### src/rtl/axs_pkg.sv
// Shared AXI4 slave definitions for the s0 port read and write FSMs.
// FSM state encodings, address map and response codes.
package axs_pkg;

  typedef enum logic [3:0] {
    ST_IDLE   = 4'b0001,
    ST_FETCH  = 4'b0010,
    ST_RVALID = 4'b0100,
    ST_ERR    = 4'b1000
  } axs_state_t;

  typedef enum logic [1:0] {
    SEL_VARINT = 2'd0,
    SEL_RAW    = 2'd1,
    SEL_STATUS = 2'd2,
    SEL_NONE   = 2'd3
  } axs_sel_t;

  localparam logic [7:0] ADDR_VARINT = 8'h00;
  localparam logic [7:0] ADDR_STATUS = 8'h08;
  localparam logic [7:0] ADDR_RAW    = 8'hF0;

  localparam logic [1:0] RESP_OKAY   = 2'b00;
  localparam logic [1:0] RESP_SLVERR = 2'b10;

  function automatic axs_sel_t axs_decode(
    input logic [7:0] addr
  );
    axs_sel_t sel;
    case (addr)
      ADDR_VARINT: sel = SEL_VARINT;
      ADDR_RAW:    sel = SEL_RAW;
      ADDR_STATUS: sel = SEL_STATUS;
      default:     sel = SEL_NONE;
    endcase
    return sel;
  endfunction

endpackage

### src/rtl/axs_read_fsm.sv
// AXI4 read-slave FSM for s0: returns encoder results from
// the varint/raw show-ahead FIFOs, plus a status word.
module axs_read_fsm
  import axs_pkg::*;
#(
  parameter int ID_W   = 4,
  parameter int ADDR_W = 32,
  parameter int DATA_W = 32
) (
  input  logic              clk,
  input  logic              reset,
  input  logic [ID_W-1:0]   axs_s0_arid,
  input  logic [ADDR_W-1:0] axs_s0_araddr,
  input  logic [7:0]        axs_s0_arlen,
  input  logic [2:0]        axs_s0_arsize,
  input  logic [1:0]        axs_s0_arburst,
  input  logic              axs_s0_arvalid,
  output logic              axs_s0_arready,
  output logic [ID_W-1:0]   axs_s0_rid,
  output logic [DATA_W-1:0] axs_s0_rdata,
  output logic [1:0]        axs_s0_rresp,
  output logic              axs_s0_rlast,
  output logic              axs_s0_rvalid,
  input  logic              axs_s0_rready,
  input  logic              varint_out_fifo_empty,
  input  logic [DATA_W-1:0] varint_out_fifo_q,
  output logic              varint_out_fifo_pop,
  input  logic              raw_data_out_fifo_empty,
  input  logic [DATA_W-1:0] raw_data_out_fifo_q,
  output logic              raw_data_out_fifo_pop
);

  axs_state_t        state;
  axs_state_t        state_n;
  axs_sel_t          sel;
  axs_sel_t          ar_sel;
  logic [7:0]        beats_left;
  logic              idle_c;
  logic              fetch_go;
  logic [DATA_W-1:0] fetch_data;
  logic [DATA_W-1:0] status_word;

  logic unused_ar;
  assign unused_ar = ^{axs_s0_arsize, axs_s0_arburst,
                       axs_s0_araddr[ADDR_W-1:8]};

  assign ar_sel = axs_decode(axs_s0_araddr[7:0]);

  assign status_word = {{(DATA_W-2){1'b0}},
                        raw_data_out_fifo_empty,
                        varint_out_fifo_empty};

  // Status beats never wait; data beats wait for a head word.
  always_comb begin
    fetch_go   = 1'b0;
    fetch_data = '0;
    unique case (sel)
      SEL_VARINT: begin
        fetch_go   = !varint_out_fifo_empty;
        fetch_data = varint_out_fifo_q;
      end
      SEL_RAW: begin
        fetch_go   = !raw_data_out_fifo_empty;
        fetch_data = raw_data_out_fifo_q;
      end
      SEL_STATUS: begin
        fetch_go   = 1'b1;
        fetch_data = status_word;
      end
      default: begin
        fetch_go   = 1'b0;
        fetch_data = '0;
      end
    endcase
  end

  always_ff @(posedge clk or posedge reset) begin
    if (reset) state <= ST_IDLE;
    else       state <= state_n;
  end

  always_comb begin
    state_n               = state;
    idle_c                = 1'b0;
    varint_out_fifo_pop   = 1'b0;
    raw_data_out_fifo_pop = 1'b0;
    unique case (state)
      ST_IDLE: begin
        idle_c = 1'b1;
        if (axs_s0_arvalid) begin
          if (ar_sel == SEL_NONE) state_n = ST_ERR;
          else                    state_n = ST_FETCH;
        end
      end
      ST_FETCH: begin
        if (fetch_go) begin
          varint_out_fifo_pop   = (sel == SEL_VARINT);
          raw_data_out_fifo_pop = (sel == SEL_RAW);
          state_n               = ST_RVALID;
        end
      end
      ST_RVALID: begin
        if (axs_s0_rready) begin
          if (beats_left == 8'd0) state_n = ST_IDLE;
          else                    state_n = ST_FETCH;
        end
      end
      ST_ERR: begin
        if (axs_s0_rready && beats_left == 8'd0)
          state_n = ST_IDLE;
      end
      default: state_n = ST_IDLE;
    endcase
  end

  assign axs_s0_arready = idle_c & ~reset;
  assign axs_s0_rvalid  = (state == ST_RVALID) ||
                          (state == ST_ERR);

  always_ff @(posedge clk or posedge reset) begin
    if (reset) begin
      axs_s0_rid   <= '0;
      axs_s0_rdata <= '0;
      axs_s0_rresp <= RESP_OKAY;
      axs_s0_rlast <= 1'b0;
      sel          <= SEL_VARINT;
      beats_left   <= 8'd0;
    end else begin
      unique case (state)
        ST_IDLE: begin
          if (axs_s0_arvalid) begin
            axs_s0_rid <= axs_s0_arid;
            sel        <= ar_sel;
            beats_left <= axs_s0_arlen;
            if (ar_sel == SEL_NONE) begin
              axs_s0_rdata <= '0;
              axs_s0_rresp <= RESP_SLVERR;
              axs_s0_rlast <= (axs_s0_arlen == 8'd0);
            end
          end
        end
        ST_FETCH: begin
          if (fetch_go) begin
            axs_s0_rdata <= fetch_data;
            axs_s0_rresp <= RESP_OKAY;
            axs_s0_rlast <= (beats_left == 8'd0);
          end
        end
        ST_RVALID: begin
          if (axs_s0_rready && beats_left != 8'd0)
            beats_left <= beats_left - 8'd1;
        end
        ST_ERR: begin
          if (axs_s0_rready && beats_left != 8'd0) begin
            beats_left   <= beats_left - 8'd1;
            axs_s0_rlast <= (beats_left == 8'd1);
          end
        end
        default: begin
          beats_left <= 8'd0;
        end
      endcase
    end
  end

endmodule

### config.mk
export PLATFORM = sky130hd
export DESIGN_NAME = axs_read_fsm
export DESIGN_NICKNAME = d
export VERILOG_FILES = /design/src/rtl/axs_pkg.sv /design/src/rtl/axs_read_fsm.sv
export SDC_FILE = /design/constraint.sdc
export NUM_CORES = 1
export LEC_CHECK = 0
export CORE_ASPECT_RATIO = 1.4
export CORE_MARGIN = 1.5
export CORE_UTILIZATION = 44
export CTS_CLUSTER_DIAMETER = 150
export DETAILED_ROUTE_END_ITERATION = 6
export PLACE_DENSITY_LB_ADDON = 0.2
export SYNTH_ARGS = -nofsm -noshare
export SYNTH_HDL_FRONTEND = slang
export SYNTH_SLANG_ARGS = --single-unit
export TNS_END_PERCENT = 10
### constraint.sdc
create_clock -name clk -period 4.95 [get_ports clk]
set_input_delay 1.485 -clock clk [delete_from_list [all_inputs] [get_ports clk]]
set_output_delay 1.485 -clock clk [all_outputs]
set_load 0.005 [all_outputs]
==> qor.csv, run 1 <==
metric,value,unit
start_util,45.2,%
clk_pin_slew,0.09,ns
synthAdderAreaFrac,1.14,%
synth_xor_xnor_area_share,0.267,%
num_vias,2814,
yosysWarnings,0,
first_global_vias,2948,
fmax,0.219,GHz
cp-start-kind,primary input,
layout.cells.non_filler,524,
layout_common_cells,"131 x clkdlybuf4s50_1, 50 x dfrtp_1, 39 x nor2_1, 35 x mux2i_1, 28 x mux2_4",
layout_min_cycle_time,4.57,ns
postPlaceCellArea,4630,µm²
htree_levels,2,
async_flop_share,100,%
cts.sinks,52,
maxSlewHeadroom,40.8,%
hold_path_class,reg -> reg,
die_area,8000,µm²
r2r_slack,2.39,ns
ant_nets,0,
vias_per_cell,5.37,
final_area,4720,µm²
cts_root_buf,clkbuf_8,
dp_hpwl,6.66,mm
row_count,37,
clockBufferDepth,2,
p_leak,2.02,nW
period_share,92.4,%
drv_cap,0,
nNetsFinal,548,
crit_fanout,4,
die_w,76.0,µm
synth_top_flop_cell,dfrtp_1,
finalMaxSlewViolations,0,
die_h,105,µm
power_density,367,nW/µm²
drt-initial-drc-count,107,
cp_data_arrival_time,3.09,ns
coreArea,7270,µm²
postCtsSetupRepairBufs,0,
synth_cell_types,61,
synthSimpleGateAreaFrac,15.7,%
hold_path_depth,1,
startpoint,raw_data_out_fifo_empty,
r2r_start,state[0],
yosys_register_bits,52,
grt_overflow,0,
cts_resized,0,
skew,0.00526,ns
pre_cts_ws,0.383,ns
cts_hold_buf,0,
final_core_util,65.0,%
vdd_ir_drop_max,0.281,mV
synth_seq_area_share,39.7,%
muxShareOfSynthArea,26.2,%
final_common_cell,clkdlybuf4s50_1,
syn-num-nets,426,
grt_max_degree,35,
cp-end-kind,output port,
tritoncts,done,
n_antenna_cell,0,
setup_violations,0,
synth_compound_area_share,12.0,%
status,"complete, no violations",
synth_edf_count,0,
cp.required,3.46,ns
wire_per_inst,16.8,µm
drt_pass1_iterations,4,
pin_count,162,
synth_top_family_by_area,multiplexers,
rr_worst_depth,6,
grt_first_pass_wirelength,14.5,mm
fillers,613,
post_synth.cell_area_avg,10.8,µm²
fin_setup_tns,0,ns
rsz0062_at_grt,false,
place_inst,516,
hold_viol_final,0,
setup_ws,0.375,ns
grt_util_all_layers,23.0,%
hold_end,axs_s0_rresp[1],
place_congestion,0.875,
drive_gt1_share,14.8,%
numPortBuffers,131,
clkLatencyLatePin,0.32,ns
tightest_slew,0.880,ns
syn-cell-area,3280,µm²
antenna_found_initial,0,
hold_slack,0.486,ns
r2r-end,axs_s0_rdata[20],
synthCells,304,
crit_type,in -> out,
drc,0,
p_total,1.73,mW
numCtsBuffers,5,
finalWirelength,8.83,mm
hp-start,axs_s0_rresp[1],
area_growth,43.9,%
-- critical path: stages --
cell	delay [ns]
clkdlybuf4s50_1	0.42
o21ai_0	0.40
and4b_1	0.28
clkdlybuf4s50_1	0.51
-- cell type report --
type	instances	area [µm²]	share of cell area, %
Inverter	10	37.5	0.795
Tap cell	97	121	2.57
Clock buffer	8	90.1	1.91
Multi-Input combinational cell	221	1820	38.6
Timing Repair Buffer	136	1350	28.6
Sequential cell	52	1300	27.6
-- registers in the layout (all words and copies together), names as in the netlist --
register and cells:
axs_s0_rdata 32, axs_s0_rid 4, axs_s0_rlast 1, axs_s0_rresp 1, beats_left 8, sel 2
state 4
-- power breakdown --
group	internal (mW)	leakage [nW]	switching, mW	total, mW
Clock	0.115	0.0455	0.144	0.259
Sequential	0.496	0.694	0.110	0.606
Combinational	0.443	1.28	0.426	0.869
-- Yosys cell counts, types with 4 or more instances --
library cell | count | area (µm²)
a21oi_1 | 8 | 40.0
buf_2 | 7 | 35.0
clkbuf_1 | 6 | 22.5
mux2_2 | 7 | 78.8
nor4_1 | 4 | 25.0
o211ai_1 | 5 | 37.5
mux2i_1 | 35 | 350
mux2_4 | 28 | 420
o21ai_0 | 9 | 45.0
inv_1 | 9 | 33.8
nand2_1 | 13 | 48.8
dfrtp_1 | 51 | 1280
nand4_1 | 4 | 25.0
nor2_1 | 39 | 146
nand3_1 | 5 | 25.0
-- how the worst max path moves through the flow --
stage	endpoint	slack, ns
final	raw_data_out_fifo_pop	0.38
after global routing	raw_data_out_fifo_pop	0.26
after CTS	varint_out_fifo_pop	0.38
after detailed placement	varint_out_fifo_pop	0.38
after global placement	varint_out_fifo_pop	0.40
after floorplan	varint_out_fifo_pop	1.36
-- routing by layer --
layer,GRT usage (%),vias to the layer above,wire length (µm)
li1,-,1350,-
met1,24.6,1349,3420
met2,42.5,95,4680
met3,4.72,20,435
met4,11.4,0,292
met5,0,-,0
-- cells by family after synthesis --
kind of cell	count (synthesis)
DFF	52
buffers and inverters	31
muxes	71
adders and majority gates	3
and+or+nand+nor	93
AOI/OAI and AO/OA	52
xor gates and xnor gates	1
other	1
No activity file was read; power rests on OpenSTA's default activity.
==> inputs of run 2 (changes only) <==
- clock period: 4.95 -> 5.9 ns (I/O delays scaled with it)
==> run 2 against run 1 <==
Non-clock buffer count is 1 lower. Flip-flop and latch count stayed put. Highest routed layer unchanged. Combinational power is 20% lower. Utilization is 0.069 points lower. Sequential power is 9.7% lower. Clock power is 18% lower. Clock skew is 0.0013 ns higher. Final cell count is 0.19% lower. Largest cell class unchanged. Die area stayed put. First-iteration DRC count is 49% higher.
==> qor.csv, run 2 (synthesized netlist as in run 1, its figures left out) <==
metric,value,unit,change
die_h,105,µm,unchanged
top_register,axs_s0_rdata,,
p_int,0.881,mW,-16%
layout_min_cycle_time,5.18,ns,
fillers,606,,-1.1%
tightest_slew,0.978,ns,+0.0979 ns
p_sw,0.571,mW,-16%
postCtsSetupRepairBufs,0,,unchanged
area_growth,43.7,%,
dp_hpwl,6.57,mm,-1.3%
cp-end-kind,output port,,
die_area,8000,µm²,unchanged
fmax,0.193,GHz,
pin_count,162,,unchanged
antenna_found_initial,0,,unchanged
largest_reg_flops,32,,unchanged
crit_type,in -> out,,
hold_slack,0.488,ns,+0.00198 ns
wire_per_inst,16.7,µm,-0.82%
num_vias,2863,,+1.7%
hold_path_class,reg -> reg,,
drt-initial-drc-count,159,,+49%
clk_pin_slew,0.10,ns,about the same
drc,0,,unchanged
place_inst,515,,-0.19%
p_sw_share,39.3,%,+0.081 points
final_core_util,64.9,%,-0.069 points
skew,0.00658,ns,+0.00132 ns
die_w,76.0,µm,unchanged
place_congestion,0.889,,+1.6%
maxSlewHeadroom,34.8,%,-6.0 points
drv_cap,0,,unchanged
crit_fanout,4,,unchanged
layout.cells.non_filler,523,,-0.19%
reg.largest.list,"axs_s0_rdata: 32 flops, beats_left: 8 flops",,
drive_gt1_share,15.0,%,+0.27 points
dr.max_layer_used,met4,,
layout_common_cells,"131 x clkdlybuf4s50_1, 50 x dfrtp_1, 39 x nor2_1, 35 x mux2i_1, 28 x mux2_4",,
setup_ws,0.725,ns,+0.349 ns
clkPwrFrac,14.6,%,-0.3 points
numPortBuffers,131,,unchanged
first_global_vias,2904,,-1.5%
dr_wl_met2,4.67,mm,-0.28%
cp-start-kind,primary input,,
pre_cts_ws,0.724,ns,+0.341 ns
tritoncts,done,,
cts_hold_buf,0,,unchanged
hold_viol_final,0,,unchanged
htree_levels,2,,unchanged
vdd_ir_drop_max,0.252,mV,-10%
nNetsFinal,547,,-0.18%
hold_path_depth,1,,unchanged
grt_util_all_layers,22.2,%,-0.83 points
clkLatencyLatePin,0.31,ns,about the same
clockBufferDepth,2,,unchanged
setup_violations,0,,unchanged
pwr-share-seq,37.7,%,+2.7 points
rsz0062_at_grt,false,,
numCtsBuffers,5,,unchanged
pwr-share-comb,47.7,%,-2.4 points
finalMaxSlewViolations,0,,unchanged
power_density,308,nW/µm²,-16%
grt_first_pass_wirelength,14.2,mm,-2.3%
ant_nets,0,,unchanged
cts_root_buf,clkbuf_8,,
wl_met1,3.36,mm,-1.6%
drt_pass1_iterations,4,,unchanged
vias_per_cell,5.47,,+1.9%
cts_resized,0,,unchanged
n_antenna_cell,0,,unchanged
cp.required,4.13,ns,+0.67 ns
grt_overflow,0,,unchanged
start_util,45.2,%,unchanged
coreArea,7270,µm²,unchanged
cts.sinks,52,,unchanged
status,"complete, no violations",,
rr_worst_depth,6,,unchanged
fin_setup_tns,0,ns,unchanged
finalWirelength,8.74,mm,-1.0%
routed-wl-met3,544,µm,+25%
row_count,37,,unchanged
period_share,87.7,%,
cp_data_arrival_time,3.41,ns,+0.32 ns
grt_max_degree,53,,+51%
final_common_cell,clkdlybuf4s50_1,,
p_leak,2.02,nW,about the same
## run 2: cell types whose count changed in the layout (fill, tap and decap cells not counted), sizes merged
cell    before  now
clkbuf       8    6
clkinv       0    2
buf          5    4
## run 2: critical path, stage by stage
cell,delay [ns]
clkdlybuf4s50_1,0.48
or3b_2,0.49
nor3b_1,0.16
clkdlybuf4s50_1,0.50
## run 2: final timing paths
path | start | to | slack, ns
worst max-delay path | varint_out_fifo_empty | varint_out_fifo_pop | 0.72
worst min-delay path | axs_s0_rresp[1] | axs_s0_rresp[1] | 0.49
worst max register to register | state[0] | axs_s0_rdata[17] | 2.99
worst min register to register | axs_s0_rresp[1] | axs_s0_rresp[1] | 0.49
max in group asynchronous | reset | sel[0] | 3.44
min in group asynchronous | reset | beats_left[3] | 1.98
## run 2: final cells by class
class / count / area (µm²) / area share [%]
multi-input cells: 221 / 1820 / 38.6
repair buffers: 135 / 1340 / 28.4
flip-flops and latches: 52 / 1300 / 27.6
well taps: 97 / 121 / 2.57
clock buffers: 6 / 82.6 / 1.75
inverters: 10 / 37.5 / 0.796
clock inverters: 2 / 10.0 / 0.212
## run 2: power groups by stage
stage          Combinational (mW)  Sequential (mW)  Clock (mW)
2_1_floorplan               0.575            0.457           0
5_1_grt                     0.750            0.562       0.231
6_report                    0.693            0.547       0.212
4_1_cts                     0.693            0.547       0.218
3_3_place_gp                0.680            0.548           0
3_5_place_dp                0.691            0.554           0
## run 2: per-stage QoR
step | cell area, µm² | total power [mW]
floorplan | 3280 | 1.03
CTS | 4720 | 1.46
finish | 4720 | 1.45
global placement | 4630 | 1.23
global route | 4720 | 1.54
detailed placement | 4630 | 1.24
## run 2: routing by layer
metal / global-route usage (%) / up-vias
li1: - / 1353
met4: 8.07 / 0
met2: 41.7 / 130
met5: 0 / -
met3: 4.02 / 13
met1: 24.6 / 1367
